## src/rtl/pipeline_ctrl_if.sv

```systemverilog
// Hazard-information and pipeline-control bundle between the MIPS datapath and pipeline_ctrl.
// master = datapath side, slave = controller side.
interface pipeline_ctrl_if;
  logic [4:0] ID_rs;
  logic [4:0] ID_rt;
  logic       ID_rs_used;
  logic       ID_rt_used;
  logic       ID_branch;
  logic       ID_taken;
  logic       ID_halt;
  logic [4:0] EX_RW;
  logic       EX_regwe;
  logic       EX_ramtoreg;
  logic       EX_md;
  logic [4:0] MEM_RW;
  logic       MEM_ramtoreg;
  logic       md_done;
  logic       resume;
  logic       md_start;
  logic       PC_en;
  logic       IFID_en;
  logic       IDEX_en;
  logic       EXMEM_en;
  logic       IFID_flush;
  logic       IDEX_flush;
  logic       halted;

  modport master (
    output ID_rs, ID_rt, ID_rs_used, ID_rt_used, ID_branch, ID_taken, ID_halt,
           EX_RW, EX_regwe, EX_ramtoreg, EX_md, MEM_RW, MEM_ramtoreg, md_done, resume,
    input  md_start, PC_en, IFID_en, IDEX_en, EXMEM_en, IFID_flush, IDEX_flush, halted
  );

  modport slave (
    input  ID_rs, ID_rt, ID_rs_used, ID_rt_used, ID_branch, ID_taken, ID_halt,
           EX_RW, EX_regwe, EX_ramtoreg, EX_md, MEM_RW, MEM_ramtoreg, md_done, resume,
    output md_start, PC_en, IFID_en, IDEX_en, EXMEM_en, IFID_flush, IDEX_flush, halted
  );
endinterface

```

## src/rtl/pipeline_ctrl.sv

```systemverilog
// Hazard scheduler and stall/flush sequencer for the 5-stage MIPS pipeline.
// Optional stalled-cycle counter enabled by defining PIPELINE_CTRL_PERF_EN.
//
// state   | meaning
// RUN     | normal issue; detects stalls, taken flushes, halt entry, mult/div start
// MD_BUSY | pipeline frozen until the mult/div unit pulses md_done
// HALT    | fetch frozen, bubbles drain the back end until resume
module pipeline_ctrl #(
  parameter int CNT_W = 32
) (
  input  logic           clk,
  input  logic           rst,
  pipeline_ctrl_if.slave bus
`ifdef PIPELINE_CTRL_PERF_EN
  ,
  output logic [CNT_W-1:0] stall_cnt
`endif
);

  typedef enum logic [1:0] {RUN, MD_BUSY, HALT} state_t;

  state_t state, state_nxt;

  logic ex_hit, mem_hit, lu_stall, br_stall, stall;
  logic md_start, pc_en, ifid_en, idex_en, exmem_en, ifid_flush, idex_flush, halted;

  function automatic logic reg_match(input logic [4:0] rw, input logic [4:0] src,
                                     input logic used);
    return (rw != 5'd0) && (rw == src) && used;
  endfunction

  always_comb begin
    ex_hit   = reg_match(bus.EX_RW, bus.ID_rs, bus.ID_rs_used)
             | reg_match(bus.EX_RW, bus.ID_rt, bus.ID_rt_used);
    mem_hit  = reg_match(bus.MEM_RW, bus.ID_rs, bus.ID_rs_used)
             | reg_match(bus.MEM_RW, bus.ID_rt, bus.ID_rt_used);
    lu_stall = bus.EX_ramtoreg & bus.EX_regwe & ex_hit;
    br_stall = bus.ID_branch & ((bus.EX_regwe & ex_hit) | (bus.MEM_ramtoreg & mem_hit));
    stall    = lu_stall | br_stall;
  end

  always_ff @(posedge clk or posedge rst) begin
    if (rst) state <= RUN;
    else     state <= state_nxt;
  end

  always_comb begin
    state_nxt  = state;
    md_start   = 1'b0;
    pc_en      = 1'b1;
    ifid_en    = 1'b1;
    idex_en    = 1'b1;
    exmem_en   = 1'b1;
    ifid_flush = 1'b0;
    idex_flush = 1'b0;
    halted     = 1'b0;
    case (state)
      RUN: begin
        if (bus.EX_md) begin
          md_start  = 1'b1;
          pc_en     = 1'b0;
          ifid_en   = 1'b0;
          idex_en   = 1'b0;
          exmem_en  = 1'b0;
          state_nxt = MD_BUSY;
        end else if (stall) begin
          // Branch outcome is discarded while stalled; it re-resolves once operands are ready.
          pc_en      = 1'b0;
          ifid_en    = 1'b0;
          idex_flush = 1'b1;
        end else if (bus.ID_taken) begin
          ifid_flush = 1'b1;
        end else if (bus.ID_halt) begin
          state_nxt = HALT;
        end
      end
      MD_BUSY: begin
        if (bus.md_done) begin
          state_nxt = RUN;
        end else begin
          pc_en    = 1'b0;
          ifid_en  = 1'b0;
          idex_en  = 1'b0;
          exmem_en = 1'b0;
        end
      end
      HALT: begin
        pc_en      = 1'b0;
        ifid_en    = 1'b0;
        idex_flush = 1'b1;
        halted     = 1'b1;
        if (bus.resume) state_nxt = RUN;
      end
      default: state_nxt = RUN;
    endcase
  end

  assign bus.md_start   = md_start;
  assign bus.PC_en      = pc_en;
  assign bus.IFID_en    = ifid_en;
  assign bus.IDEX_en    = idex_en;
  assign bus.EXMEM_en   = exmem_en;
  assign bus.IFID_flush = ifid_flush;
  assign bus.IDEX_flush = idex_flush;
  assign bus.halted     = halted;

`ifdef PIPELINE_CTRL_PERF_EN
  always_ff @(posedge clk or posedge rst) begin
    if (rst)        stall_cnt <= '0;
    else if (!pc_en) stall_cnt <= stall_cnt + 1'b1;
  end
`endif

endmodule

```

## src/flat_wrapper.sv

```systemverilog
// flat-port wrapper written by rule: the top's interface ports become plain ports
module pipeline_ctrl_flat 
#(
  parameter int CNT_W = 32
)
  (clk, rst, bus_ID_rs, bus_ID_rt, bus_ID_rs_used, bus_ID_rt_used, bus_ID_branch, bus_ID_taken, bus_ID_halt, bus_EX_RW, bus_EX_regwe, bus_EX_ramtoreg, bus_EX_md, bus_MEM_RW, bus_MEM_ramtoreg, bus_md_done, bus_resume, bus_md_start, bus_PC_en, bus_IFID_en, bus_IDEX_en, bus_EXMEM_en, bus_IFID_flush, bus_IDEX_flush, bus_halted);
  pipeline_ctrl_if bus_i ();
  input  logic clk;
  input  logic rst;
  input wire logic [$bits(bus_i.ID_rs)-1:0] bus_ID_rs;
  input wire logic [$bits(bus_i.ID_rt)-1:0] bus_ID_rt;
  input wire logic [$bits(bus_i.ID_rs_used)-1:0] bus_ID_rs_used;
  input wire logic [$bits(bus_i.ID_rt_used)-1:0] bus_ID_rt_used;
  input wire logic [$bits(bus_i.ID_branch)-1:0] bus_ID_branch;
  input wire logic [$bits(bus_i.ID_taken)-1:0] bus_ID_taken;
  input wire logic [$bits(bus_i.ID_halt)-1:0] bus_ID_halt;
  input wire logic [$bits(bus_i.EX_RW)-1:0] bus_EX_RW;
  input wire logic [$bits(bus_i.EX_regwe)-1:0] bus_EX_regwe;
  input wire logic [$bits(bus_i.EX_ramtoreg)-1:0] bus_EX_ramtoreg;
  input wire logic [$bits(bus_i.EX_md)-1:0] bus_EX_md;
  input wire logic [$bits(bus_i.MEM_RW)-1:0] bus_MEM_RW;
  input wire logic [$bits(bus_i.MEM_ramtoreg)-1:0] bus_MEM_ramtoreg;
  input wire logic [$bits(bus_i.md_done)-1:0] bus_md_done;
  input wire logic [$bits(bus_i.resume)-1:0] bus_resume;
  output wire logic [$bits(bus_i.md_start)-1:0] bus_md_start;
  output wire logic [$bits(bus_i.PC_en)-1:0] bus_PC_en;
  output wire logic [$bits(bus_i.IFID_en)-1:0] bus_IFID_en;
  output wire logic [$bits(bus_i.IDEX_en)-1:0] bus_IDEX_en;
  output wire logic [$bits(bus_i.EXMEM_en)-1:0] bus_EXMEM_en;
  output wire logic [$bits(bus_i.IFID_flush)-1:0] bus_IFID_flush;
  output wire logic [$bits(bus_i.IDEX_flush)-1:0] bus_IDEX_flush;
  output wire logic [$bits(bus_i.halted)-1:0] bus_halted;
  assign bus_i.ID_rs = bus_ID_rs;
  assign bus_i.ID_rt = bus_ID_rt;
  assign bus_i.ID_rs_used = bus_ID_rs_used;
  assign bus_i.ID_rt_used = bus_ID_rt_used;
  assign bus_i.ID_branch = bus_ID_branch;
  assign bus_i.ID_taken = bus_ID_taken;
  assign bus_i.ID_halt = bus_ID_halt;
  assign bus_i.EX_RW = bus_EX_RW;
  assign bus_i.EX_regwe = bus_EX_regwe;
  assign bus_i.EX_ramtoreg = bus_EX_ramtoreg;
  assign bus_i.EX_md = bus_EX_md;
  assign bus_i.MEM_RW = bus_MEM_RW;
  assign bus_i.MEM_ramtoreg = bus_MEM_ramtoreg;
  assign bus_i.md_done = bus_md_done;
  assign bus_i.resume = bus_resume;
  assign bus_md_start = bus_i.md_start;
  assign bus_PC_en = bus_i.PC_en;
  assign bus_IFID_en = bus_i.IFID_en;
  assign bus_IDEX_en = bus_i.IDEX_en;
  assign bus_EXMEM_en = bus_i.EXMEM_en;
  assign bus_IFID_flush = bus_i.IFID_flush;
  assign bus_IDEX_flush = bus_i.IDEX_flush;
  assign bus_halted = bus_i.halted;
  pipeline_ctrl #(.CNT_W(CNT_W)) u_core (.clk(clk), .rst(rst), .bus(bus_i));
endmodule
```

## config.mk

```make
export PLATFORM = sky130hd
export DESIGN_NAME = pipeline_ctrl_flat
export DESIGN_NICKNAME = d
export VERILOG_FILES = /design/src/rtl/pipeline_ctrl_if.sv /design/src/rtl/pipeline_ctrl.sv /design/src/flat_wrapper.sv
export SDC_FILE = /design/constraint.sdc
export NUM_CORES = 1
export LEC_CHECK = 0
export ABC_AREA = 1
export BUFFER_PORTS_ARGS = -buffer_cell sky130_fd_sc_hd__buf_2
export CAP_MARGIN = 10
export CORE_MARGIN = 2
export CORE_UTILIZATION = 45
export DETAILED_ROUTE_END_ITERATION = 7
export HOLD_SLACK_MARGIN = 0.08
export PLACE_DENSITY = 0.85
export SETUP_SLACK_MARGIN = 0.1
export SLEW_MARGIN = 20
export SYNTH_ARGS = -nofsm -noshare
export SYNTH_HDL_FRONTEND = slang
export SYNTH_SLANG_ARGS = --single-unit
```

## constraint.sdc

```tcl
create_clock -name clk -period 2.3 [get_ports clk]
set_clock_uncertainty 0.2 [all_clocks]
set_input_delay 0.115 -clock clk [delete_from_list [all_inputs] [get_ports clk]]
set_output_delay 0.115 -clock clk [all_outputs]
set_load 0.01 [all_outputs]
```

==> metrics.txt <==
endpoints failing setup 0; io pins 41; Placed Cells incl. Taps 188; post-synth cell types 18; CTS tree yes; synthesized area 634 um^2; Leakage 0.603 nW; final std cells w/o fill 193; final hold vios 0; Global Route Usage Sum 21.9%; Avg Cell Area, Syn 4.70 um^2; Worst path max stage delay 450 ps; top flop regs u_core.state: 2 flops; Yosys reg bits 2; net count after synthesis 168; Root Buffer Master clkbuf_4; cell chain of the critical path nor2_2, inv_2, nor2_1, a21oi_1, buf_2; GPL Wtd Cong 0.910; Setup crit start kind register; Nets 213; sequential area share after synthesis 7.89%; initial antenna violation count 0; total power draw 0.493 mW; maxcap violations 0; Compound-Gate Fraction of Synth Area 9.47%; wirelength, routed 1820 um; Max Fclk 0.624 GHz; residual DRC count 0; area of the core 1300 um^2; Max rail drop VDD 0.359 mV; DP HPWL 1550 um; most frequent cells in the layout nand2_1 (55), buf_2 (40), inv_1 (19), nor2_1 (18), inv_2 (9); RSZ-0062 raised after global routing false; total CTS buffers 3; Slew HR 79.7%; fraction of layout cells with a size suffix above 1 36.5%; Area Overhead vs Synth 38.9%; grt ovf 0; worst hold path type primary input to asynchronous set/reset pin; htree depth 1; DR vias 905; Largest register FFs 2; drt pass-1 iters 4; largest family of logic cells by synthesized area simple AND/OR/NAND/NOR gates; post-layout minimum cycle time 1600 ps; I/O Buffers 40; crit end category output port; Final period util 69.6%; crit-path leading delay family flip-flops; initial DRC count 26; outcome completed; initial cell density of the core 48.7%; final setup TNS 0 ps; Synth Area in Adders 0%; Slowest cell on crit path dfrtp_1; Buffers & Inverters on Critical Path 2; most common cell after layout, fill and taps aside nand2_1; mux cell area share after synthesis 0%; Hold WS 97.1 ps; vias in the first global route 817; # resized after CTS 0; DIE WIDTH 41.5 um; antenna-violating nets left 0; synthesized netlist cell count 135; Yosys warning total 0; actual slew at the worst max-slew pin 302 ps; diode count 0; Post-CTS Setup Bufs 0; Longest Clk Path Bufs 2; Max Slew Vio Count 0; routed vias/inst 4.69; Rows 13; worst-path fanout max 7; most flop-heavy register u_core.state; die area 1730 um^2; Die Ht 41.5 um; CTS sink count 2; hold_buf cts 2; Worst EP arrival 1290 ps; Skew-Pair Late Insertion Delay 220 ps; clk slew on worst S/H paths 30 ps; critical path class register to output port; post-synthesis xor/xnor area fraction 0%; PwrDens 560 nW/um^2; pin count of the biggest net entering global routing 8; Required @ worst endpoint 1990 ps; fraction of the mapped netlist area in simple logic gates 63.7%; first-pass GRT wire length 3080 um; DR WL/cell 9.45 um
## kinds of logic after synthesis
kind of cell           Yosys count
AND/OR/NAND/NOR                 93
buffers and inverters           30
AO/OA/AOI/OAI                   10
flip-flops                       2
## cells in the mapped netlist
| cell type | n | area [um^2] |
|---|---|---|
| nand2_4 | 1 | 11.3 |
| nor3_1 | 1 | 5.00 |
| nand2_1 | 55 | 206 |
| o21ai_0 | 4 | 20.0 |
| buf_4 | 2 | 15.0 |
| nand3_1 | 5 | 25.0 |
| nor3_2 | 2 | 20.0 |
| a21oi_1 | 1 | 5.00 |
| o21ai_2 | 2 | 17.5 |
| dfrtp_1 | 2 | 50.1 |
| o21ai_1 | 2 | 10.0 |
| nand2_2 | 4 | 25.0 |
| o21bai_1 | 1 | 7.51 |
| nor2_1 | 18 | 67.6 |
| inv_1 | 19 | 71.3 |
| inv_2 | 9 | 33.8 |
| nor2_2 | 4 | 25.0 |
| nand4_1 | 3 | 18.8 |
## where the power goes
group	internal [mW]	switching, mW	total, mW
Clock	0.0574	0.0184	0.0758
Sequential	0.0528	0.0272	0.0801
Combinational	0.136	0.201	0.337
Total	0.247	0.247	0.493
## metrics by stage
| stage | worst slack, ps | instance area, um^2 | util [%] |
|---|---|---|---|
| detailed placement | 924 | 838 | 64.4 |
| floorplan | 858 | 634 | - |
| global placement | 960 | 838 | 64.4 |
| global route | 591 | 881 | 67.7 |
| CTS | 710 | 881 | 67.7 |
| finish | 699 | 881 | 67.7 |
## tightest hold or removal path, stage by stage
cell	delay, ps
dlygate4sd3_1	530
buf_2	120
inv_1	80
## path summary, 6_finish.rpt
path,slack (ps),start,to,depth (start not counted)
max in group asynchronous,1690,rst,u_core.state[0],3
worst max register to register,920,u_core.state[0],u_core.state[1],6
worst min register to register,500,u_core.state[0],u_core.state[0],2
worst max-delay path,700,u_core.state[0],bus_IDEX_en,5
min in group clk,110,bus_md_done,u_core.state[0],4
worst min-delay path,100,rst,u_core.state[1],3
## routing by layer
layer	routed length (um)	up-vias	GRT usage [%]
met5	0	-	0
met4	0	0	7.10
met3	116	0	3.48
met2	869	30	38.8
met1	836	386	26.6
li1	-	489	-
## area by class of cell
cell class | count | area, um^2
Multi-Input combinational cell | 103 | 464
Timing Repair Buffer | 42 | 220
Inverter | 28 | 105
Clock buffer | 3 | 22.5
Tap cell | 15 | 18.8
Sequential cell | 2 | 50.0
Fill cell | 126 | 420
Power figures use the tool's default switching activity.
